### config.mk
export PLATFORM = sky130hd
export DESIGN_NAME = product_accumulator
export DESIGN_NICKNAME = d
export VERILOG_FILES = /design/src/rtl/product_acc_pkg.sv /design/src/rtl/product_accumulator_sat_add.sv /design/src/rtl/product_accumulator.sv
export SDC_FILE = /design/constraint.sdc
export NUM_CORES = 1
export LEC_CHECK = 0
export ABC_CLOCK_PERIOD_IN_PS = 8000
export BUFFER_PORTS_ARGS = -buffer_cell sky130_fd_sc_hd__buf_4
export CAP_MARGIN = 30
export CORE_MARGIN = 3
export CORE_UTILIZATION = 30
export CTS_CLUSTER_SIZE = 20
export DETAILED_ROUTE_END_ITERATION = 7
export PLACE_DENSITY = 0.58
export SLEW_MARGIN = 20
export SYNTH_ARGS = -nofsm -noshare
export SYNTH_HDL_FRONTEND = slang
export SYNTH_SLANG_ARGS = --single-unit
export TNS_END_PERCENT = 5
### constraint.sdc
create_clock -name clk -period 8 [get_ports clk]
set_clock_uncertainty 0.2 [all_clocks]
set_input_delay 1.2 -clock clk [delete_from_list [all_inputs] [get_ports clk]]
set_output_delay 1.2 -clock clk [all_outputs]
set_load 0.02 [all_outputs]
### src/rtl/product_acc_pkg.sv
// Shared widths, state encoding and helpers for the product accumulator MAC back end.
package product_acc_pkg;

  localparam int PROD_W_DEF = 32;
  localparam int ACC_W_DEF  = 40;

  // Clamp limits at the default accumulator width.
  localparam logic [ACC_W_DEF-1:0] ACC_MAX = {1'b0, {(ACC_W_DEF-1){1'b1}}};
  localparam logic [ACC_W_DEF-1:0] ACC_MIN = {1'b1, {(ACC_W_DEF-1){1'b0}}};

  typedef enum logic {ACCUM = 1'b0, FLUSH = 1'b1} state_t;

  function automatic int clog2(input int v);
    int r;
    r = 0;
    while ((1 << r) < v) r++;
    return r;
  endfunction

endpackage

### src/rtl/product_accumulator_sat_add.sv
// Combinational sign-extend + add with overflow flag and optional clamp.
module sat_add #(
  parameter int IN_W     = 32,
  parameter int OUT_W    = 40,
  parameter bit SATURATE = 1'b1
) (
  input  logic [OUT_W-1:0] a,
  input  logic [IN_W-1:0]  b,
  output logic [OUT_W-1:0] sum,
  output logic             ovf
);

  logic [OUT_W:0] wide;

  assign wide = {a[OUT_W-1], a} + {{(OUT_W+1-IN_W){b[IN_W-1]}}, b};
  assign ovf  = wide[OUT_W] ^ wide[OUT_W-1];

  always_comb begin
    sum = wide[OUT_W-1:0];
    if (SATURATE && ovf)
      sum = wide[OUT_W] ? {1'b1, {(OUT_W-1){1'b0}}} : {1'b0, {(OUT_W-1){1'b1}}};
  end

endmodule

### src/rtl/product_accumulator.sv
// Sums a stream of signed products into blocks and emits one registered
// dot-product result per block (BLOCK_LEN products or earlier on prod_last).
module product_accumulator
  import product_acc_pkg::*;
#(
  parameter int PROD_W    = PROD_W_DEF,
  parameter int ACC_W     = ACC_W_DEF,
  parameter int BLOCK_LEN = 16,
  parameter bit SATURATE  = 1'b1,
  localparam int CNT_W    = clog2(BLOCK_LEN + 1)
) (
  input  logic              clk,
  input  logic              rst_n,
  input  logic              prod_valid,
  output logic              prod_ready,
  input  logic [PROD_W-1:0] prod_data,
  input  logic              prod_last,
  input  logic              clear,
  output logic              acc_valid,
  input  logic              acc_ready,
  output logic [ACC_W-1:0]  acc_data,
  output logic [CNT_W-1:0]  acc_count,
  output logic              acc_sat
);

  state_t             state, state_nxt;
  logic [ACC_W-1:0]   acc, acc_base, sum;
  logic [CNT_W-1:0]   cnt, cnt_base, cnt_inc;
  logic               sat_sticky, sat_base, ovf;
  logic               xfer_in, xfer_out, done;

  // FLUSH means a result sits in the output register awaiting acc_ready.
  assign acc_valid  = (state == FLUSH);
  assign prod_ready = ~acc_valid | acc_ready;
  assign xfer_in    = prod_valid & prod_ready;
  assign xfer_out   = acc_valid & acc_ready;

  // clear folds into the base so a same-cycle product opens the new block.
  assign acc_base = clear ? '0 : acc;
  assign cnt_base = clear ? '0 : cnt;
  assign sat_base = clear ? 1'b0 : sat_sticky;
  assign cnt_inc  = cnt_base + 1'b1;
  assign done     = xfer_in & (prod_last | (cnt_inc == CNT_W'(BLOCK_LEN)));

  sat_add #(.IN_W(PROD_W), .OUT_W(ACC_W), .SATURATE(SATURATE)) u_add (
    .a   (acc_base),
    .b   (prod_data),
    .sum (sum),
    .ovf (ovf)
  );

  always_comb begin
    state_nxt = state;
    if (done)          state_nxt = FLUSH;
    else if (xfer_out) state_nxt = ACCUM;
  end

  always_ff @(posedge clk or negedge rst_n) begin
    if (!rst_n) state <= ACCUM;
    else        state <= state_nxt;
  end

  always_ff @(posedge clk or negedge rst_n) begin
    if (!rst_n) begin
      acc        <= '0;
      cnt        <= '0;
      sat_sticky <= 1'b0;
      acc_data   <= '0;
      acc_count  <= '0;
      acc_sat    <= 1'b0;
    end else if (done) begin
      acc        <= '0;
      cnt        <= '0;
      sat_sticky <= 1'b0;
      acc_data   <= sum;
      acc_count  <= cnt_inc;
      acc_sat    <= sat_base | ovf;
    end else if (xfer_in) begin
      acc        <= sum;
      cnt        <= cnt_inc;
      sat_sticky <= sat_base | ovf;
    end else if (clear) begin
      acc        <= '0;
      cnt        <= '0;
      sat_sticky <= 1'b0;
    end
  end

endmodule
==> results of run 1 <==
==> routing by layer <==
layer / vias to the layer above / share of wire [%] / GRT usage (%)
met2: 122 / 43 / 24.1
li1: 2746 / - / -
met5: - / 0 / 0
met3: 18 / 4.6 / 2.83
met1: 2665 / 51 / 23.9
met4: 0 / 1.2 / 4.09
==> sequential cells by signal (all words and copies together) (netlist names) <==
register,flops
cnt,5
acc_count,5
acc,40
acc_valid,1
sat_sticky,1
acc_sat,1
acc_data,40
==> critical path, cell delays in order <==
cell	delay, ns
sky130_fd_sc_hd__buf_4	0.27
sky130_fd_sc_hd__nor2b_1	0.23
sky130_fd_sc_hd__ha_1	0.23
sky130_fd_sc_hd__inv_1	0.06
sky130_fd_sc_hd__fa_1	0.37
sky130_fd_sc_hd__nand2b_1	0.19
sky130_fd_sc_hd__a21o_1	0.20
sky130_fd_sc_hd__a21oi_1	0.29
sky130_fd_sc_hd__a211oi_1	0.20
sky130_fd_sc_hd__o21ai_0	0.33
sky130_fd_sc_hd__a31oi_2	0.25
sky130_fd_sc_hd__nor2_2	0.72
sky130_fd_sc_hd__buf_4	0.44
sky130_fd_sc_hd__nor2_1	0.11
sky130_fd_sc_hd__o31ai_1	0.19
==> worst paths after layout <==
path / start / end / cells after the start
setup / recovery: clear / acc_data[15] / 15
hold / removal: acc_count[4] / acc_count[4] / 2
setup reg to reg: acc[0] / acc_data[15] / 14
hold reg to reg: acc_count[4] / acc_count[4] / 2
max in group asynchronous: rst_n / acc_data[12] / 2
min in group asynchronous: rst_n / acc_data[13] / 1
==> power groups by stage <==
| stage | Sequential [mW] | Clock [mW] | Combinational (mW) |
|---|---|---|---|
| floorplan | 0.695 | 0 | 0.397 |
| detailed placement | 0.625 | 0 | 0.709 |
| finish | 0.617 | 0.419 | 0.707 |
| global placement | 0.625 | 0 | 0.706 |
| global route | 0.628 | 0.449 | 0.786 |
| CTS | 0.617 | 0.432 | 0.713 |
==> logic make-up (layout without fill, tap and decap cells) <==
| kind of cell | Yosys count | after routing | share of synthesized area [%] |
|---|---|---|---|
| xor+xnor | 36 | 36 | 4.96 |
| compound gates | 239 | 239 | 25.1 |
| buf+inv | 49 | 114 | 3.60 |
| flops | 93 | 93 | 36.6 |
| fa+ha+maj | 45 | 45 | 8.92 |
| mux | 1 | 1 | 0.158 |
| simple gates | 272 | 272 | 20.6 |
==> cell type report <==
type,count,share of cell area [%]
timing repair buffer,89,8.96
clock buffer,11,3.39
tap,270,4.53
clock inverter,5,0.470
inverter,9,0.453
sequential,93,31.2
multi-input combinational,593,51.0
==> per-stage QoR <==
step / util (%) / power, mW / instances
after global routing: 36.4 / 1.86 / 1070
after floorplan: - / 1.09 / 735
after detailed placement: 35.0 / 1.33 / 1054
after CTS: 36.4 / 1.76 / 1070
final: 36.4 / 1.74 / 1070
after global placement: 35.0 / 1.33 / 1054
==> layout by cell type (no fill, tap or decap), types with 12 or more instances in the layout <==
cell,instances
sky130_fd_sc_hd__o21ai_0,40
sky130_fd_sc_hd__xor2_1,16
sky130_fd_sc_hd__nor2_1,56
sky130_fd_sc_hd__o2bb2ai_1,38
sky130_fd_sc_hd__a21oi_1,55
sky130_fd_sc_hd__a21o_1,12
sky130_fd_sc_hd__xnor2_1,20
sky130_fd_sc_hd__dfrtp_1,93
sky130_fd_sc_hd__o21ai_1,32
sky130_fd_sc_hd__buf_4,89
sky130_fd_sc_hd__nor2b_1,52
sky130_fd_sc_hd__nand2_1,101
sky130_fd_sc_hd__ha_1,42
==> metrics.yaml, run 1 <==
status: "finished clean"
die_area_sq_um: 23000
hold_path.class: "flop to flop"
hpwlAfterDp_microns: 12800
reported_max_cap_violation_count: 0
fin_worst_hold_slack_ns: 0.276
final.setup.tns_ns: 0
post_drt_wl_per_cell_microns: 16.6
grt_max_degree: 67
vdd.ir_drop.worst_mv: 0.119
detail_route.drc_violations: 0
dpl_cell_area_sq_um: 7170
groute.usage.overall_pct: 16.1
worstPathRequired_ns: 8.06
grt_overflow: 0
synth_cell_types: 64
total_switching_power_mw: 0.669
worst-path-max-fanout: 48
period_needed_ns: 5.22
antenna_cells_inserted: 0
grt_pass1_wl_microns: 29400
avgViaCountPerCell: 5.19
end_kind: "flop"
summed_area_of_non_filler_cells_in_the_final_layout_sq_um: 7450
post_cts_repair_setup_buffers: 0
data_arrival_time_of_the_critical_path_ns: 5.29
cp-start-kind: "primary input"
ios: 86
synthDominantAreaCellType: "sky130_fd_sc_hd__dfrtp_1"
post-synth-top-count-cell: "sky130_fd_sc_hd__nand2_1"
sw_frac_of_total_pct: 38.4
fillerInstances: 2152
cts.sink_count: 93
timing_worst_slew_pin_value_ns: 0.811
tritoncts_clock_tree: "done"
routabilityCongestion: 0.893
synth.cells.most_frequent: "101 x sky130_fd_sc_hd__nand2_1, 93 x sky130_fd_sc_hd__dfrtp_1, 56 x sky130_fd_sc_hd__nor2_1"
cts_root_buffer: "sky130_fd_sc_hd__clkbuf_16"
powerDensity_nw_per_um2: 234
p_comb_share_pct: 40.6
fp.dieW_microns: 152
clock_transition_time_at_the_flip_flop_clock_pins_of_the_worst_setup_and_hold_paths_ns: 0.07
floorplan.rows: 52
drt-pass1-iter-count: 5
hold_buffers: 0
leakage_nw: 3.38
max-clock-path-buffers: 2
initial_core_util_pct: 31.0
synthArstFlopShare_pct: 100
final-seq-area_sq_um: 2330
detailroute.via_count: 5551
design.final.nets: 876
detail_route.iter0.violations: 387
setup_slack_ns: 2.78
design_internal_power_mw: 1.07
finalCritPeriodShare_pct: 65.3
netlist_area_sq_um: 6350
yosys_most_used_dff: "sky130_fd_sc_hd__dfrtp_1"
synth_area_leaders: "sky130_fd_sc_hd__dfrtp_1 37%, sky130_fd_sc_hd__ha_1 8.3%, sky130_fd_sc_hd__nand2_1 6.0%, sky130_fd_sc_hd__o2bb2ai_1 5.2%, sky130_fd_sc_hd__nor2b_1 5.1%"
post_cts_resize_count: 0
clock_insertion_delay_at_the_later_pin_of_the_skew_report_ns: 0.35
power_frac_seq_pct: 35.4
layout-drive-gt1-share_pct: 16.3
postSynthCellCount: 735
routed_wirelength_microns: 17700
final-hold-violation-count: 0
unrepaired_setup_endpoints_after_global_routing: "false"
die-height_microns: 152
h-tree-depth: 3
postSynthRegisterBits: 93
pre_cts_slack_ns: 2.34
synth_enable_flop_cells: 0
drv_slew: 0
pwr-share-clk_pct: 24.0
portBuffers: 85
worstSetupPathType: "primary input to flop"
setup_viol_count_final: 0
multi_input_area_sq_um: 3800
final_antenna_net_count: 0
ff2ff_setup_slack_ns: 3.65
timing.fmax_mhz: 191
core-area_sq_um: 20500
synth_warnings: 0
synth.yosys.seq_area_share_pct: 36.6
cts_inserted_buffers: 9
maxSlewHeadroom_pct: 44.6
grt_antenna_before_repair: 0
yosys.area.top_type_share_pct: 36.6
areaGrowthSynthToFinish_pct: 17.3
syn_avg_cell_area_sq_um: 8.64
first_global_vias: 5434
syn_nets: 816
(Power assumes the default switching activity.)
==> run 2: changes to the inputs <==
- ABC_CLOCK_PERIOD_IN_PS: 8000 -> 4940
- clock period: 8 -> 4.94 ns (I/O delays scaled with it)
==> run 2 against run 1 <==
Effect of this change: cell area up 2.2%; total power grew 72%; die area did not move; core utilization increased by 0.81 points; via count increased by 1.3%; first-iteration DRC count is 2.3% lower; combinational power increased by 65%; worst hold slack better by 0.0062 ns; largest cell class unchanged.
==> metrics.yaml, run 2 (synthesized netlist as in run 1, its figures left out) <==
slowest_delay_ns: 0.38  # was 0.72 ns
max-clock-path-buffers: 2  # unchanged
first_global_vias: 5611  # was 5,434
timing.fmax_mhz: 233
vdd.ir_drop.worst_mv: 0.165  # was 0.119 mV
grt_overflow: 0  # unchanged
leakage_nw: 3.47  # was 3.38 nW
initial_core_util_pct: 31.0  # unchanged
grt_pass1_wl_microns: 29900  # was 29,400 microns
groute.usage.overall_pct: 16.5  # was 16.1%
drt-pass1-iter-count: 5  # unchanged
timing.critical_path.cells: "buf_4 > nor2b_1 > ha_1 > inv_1 > fa_1 > nand2b_1 > a21o_1 > a21oi_1 > a211oi_1 > o21ai_0 > a31oi_2 > nor2_2 > buf_4 > nor2_1 > o21ai_0"  # was buf_4 > nor2b_1 > ha_1 > inv_1 > fa_1 > nand2b_1 > a21o_1 > a21oi_1 > a211oi_1 > o21ai_0 > a31oi_2 > nor2_2 > buf_4 > nor2_1 > o31ai_1
unrepaired_setup_endpoints_after_global_routing: "false"  # unchanged
cpMaxStageDelayCell: "sky130_fd_sc_hd__fa_1"  # was sky130_fd_sc_hd__nor2_2
post_drt_wl_per_cell_microns: 16.9  # was 16.6 microns
worstPathRequired_ns: 4.99  # was 8.06 ns
end_kind: "flop"  # unchanged
grt_max_degree: 63  # was 67
dr.max_layer_used: "met4"  # unchanged
areaGrowthSynthToFinish_pct: 20.0  # was 17.3%
die_area_sq_um: 23000  # unchanged
routed_wirelength_microns: 18300  # was 17,700 microns
cp-start-kind: "primary input"  # unchanged
h-tree-depth: 3  # unchanged
timing_worst_slew_pin_value_ns: 0.838  # was 0.811 ns
most_common_cell_after_layout_fill_and_taps_aside: "sky130_fd_sc_hd__buf_4"  # was sky130_fd_sc_hd__nand2_1
met1Wirelength_microns: 9490  # was 9070 microns
finalCritPeriodShare_pct: 87.0
routabilityCongestion: 0.899  # was 0.893
final-hold-violation-count: 0  # unchanged
tritoncts_clock_tree: "done"  # unchanged
portBuffers: 85  # unchanged
hold_buffers: 0  # unchanged
die-height_microns: 152  # unchanged
cts_inserted_buffers: 9  # unchanged
ios: 86  # unchanged
design.final.nets: 890  # was 876
grt_antenna_before_repair: 0  # unchanged
reported_max_cap_violation_count: 0  # unchanged
drv_slew: 0  # unchanged
post_cts_repair_setup_buffers: 0  # unchanged
final_antenna_net_count: 0  # unchanged
setup_slack_ns: 0.641  # was 2.78 ns
post_cts_resize_count: 0  # unchanged
reg.largest.list: "acc: 40 flops, acc_data: 40 flops"  # unchanged
core-area_sq_um: 20500  # unchanged
cts_root_buffer: "sky130_fd_sc_hd__clkbuf_16"  # unchanged
cpLargestDelayFamily: "compound AO/OA/AOI/OAI gates"  # unchanged
detail_route.iter0.violations: 378  # was 387
hold_path.class: "flop to flop"  # unchanged
pre_cts_slack_ns: 0.244  # was 2.34 ns
routed-wl-met2_microns: 7790  # was 7630 microns
worstSetupPathType: "primary input to flop"  # unchanged
detail_route.drc_violations: 0  # unchanged
maxSlewHeadroom_pct: 44.1  # was 44.6%
layout-drive-gt1-share_pct: 17.6  # was 16.3%
detailroute.via_count: 5621  # was 5,551
antenna_cells_inserted: 0  # unchanged
avgViaCountPerCell: 5.19  # about the same
final.setup.tns_ns: 0  # unchanged
status: "finished clean"  # unchanged
clock_insertion_delay_at_the_later_pin_of_the_skew_report_ns: 0.36  # was 0.35 ns
setup_viol_count_final: 0  # unchanged
met3WireLength_microns: 735  # was 822 microns
final_cell_mix: "103 x sky130_fd_sc_hd__buf_4, 101 x sky130_fd_sc_hd__nand2_1, 93 x sky130_fd_sc_hd__dfrtp_1"  # was 101 x sky130_fd_sc_hd__nand2_1, 93 x sky130_fd_sc_hd__dfrtp_1, 89 x sky130_fd_sc_hd__buf_4
hpwlAfterDp_microns: 13300  # was 12,800 microns
worst-path-max-fanout: 48  # unchanged
worst-path-buf-inv: 3  # unchanged
data_arrival_time_of_the_critical_path_ns: 4.35  # was 5.29 ns
fp.dieW_microns: 152  # unchanged
powerDensity_nw_per_um2: 393  # was 234 nW/um^2
clock_transition_time_at_the_flip_flop_clock_pins_of_the_worst_setup_and_hold_paths_ns: 0.07  # about the same
cts.sink_count: 93  # unchanged
floorplan.rows: 52  # unchanged
period_needed_ns: 4.30
run 2: cell count changes in the layout (fill, tap and decap cells not counted):
cell                        previous run  this run
sky130_fd_sc_hd__clkbuf_8              2         1
sky130_fd_sc_hd__bufinv_16             0         3
sky130_fd_sc_hd__clkinv_4              2         0
sky130_fd_sc_hd__buf_4                89       103
sky130_fd_sc_hd__clkbuf_1              0         1
sky130_fd_sc_hd__clkinv_2              2         0
sky130_fd_sc_hd__inv_6                 0         1
run 2: worst reg2reg max path, delay by kind of cell, from the launching register on:
kind	cells	cell delay, ns
buffers and inverters	2	0.42
AND/OR/NAND/NOR	4	0.68
flip-flops	1	0.31
AO/OA/AOI/OAI	6	1.57
adder cells (fa/ha/maj)	2	0.60
run 2: worst paths after layout:
path                              start      endpoint  slack [ns]  cells past startpoint
hold / removal             acc_count[1]  acc_count[1]        0.28                      2
setup reg to reg                 acc[0]  acc_data[10]        1.06                     14
max in group asynchronous         rst_n  acc_count[2]        3.30                      2
min in group asynchronous         rst_n  acc_data[16]        0.29                      1
setup / recovery                  clear  acc_data[10]        0.64                     15
hold reg to reg            acc_count[1]  acc_count[1]        0.28                      2
run 2: area by class of cell:
type                            count  area [sq um]
Tap cell                          270           338
Clock buffer                       11           243
Fill cell                        2145         12900
Sequential cell                    93          2330
Timing Repair Buffer              103           773
Inverter                            9          33.8
Multi-Input combinational cell    593          3800
Clock inverter                      5           106
run 2: power breakdown:
group          leakage [nW]  internal (mW)  switching, mW  total (mW)
registers              1.19          0.924         0.0725       0.996
logic                  2.12          0.462          0.709        1.17
clock network         0.166          0.511          0.320       0.831
run 2: metrics by stage:
step           util [%]  instances  power, mW  area [sq um]  hold slack (ns)
2_1_floorplan         -        735       1.77          6350            0.245
3_5_place_dp       35.5       1068       2.19          7270            0.271
6_report           37.2       1084       3.00          7620            0.283
5_1_grt            37.2       1084       3.19          7620            0.320
4_1_cts            37.2       1084       3.03          7620            0.289
3_3_place_gp       35.5       1068       2.18          7270            0.263
run 2: metal layers:
metal / vias to the layer above / track usage, %
li1: 2789 / -
met1: 2694 / 24.6
met2: 120 / 24.6
met3: 18 / 2.32
met4: 0 / 5.44
met5: - / 0
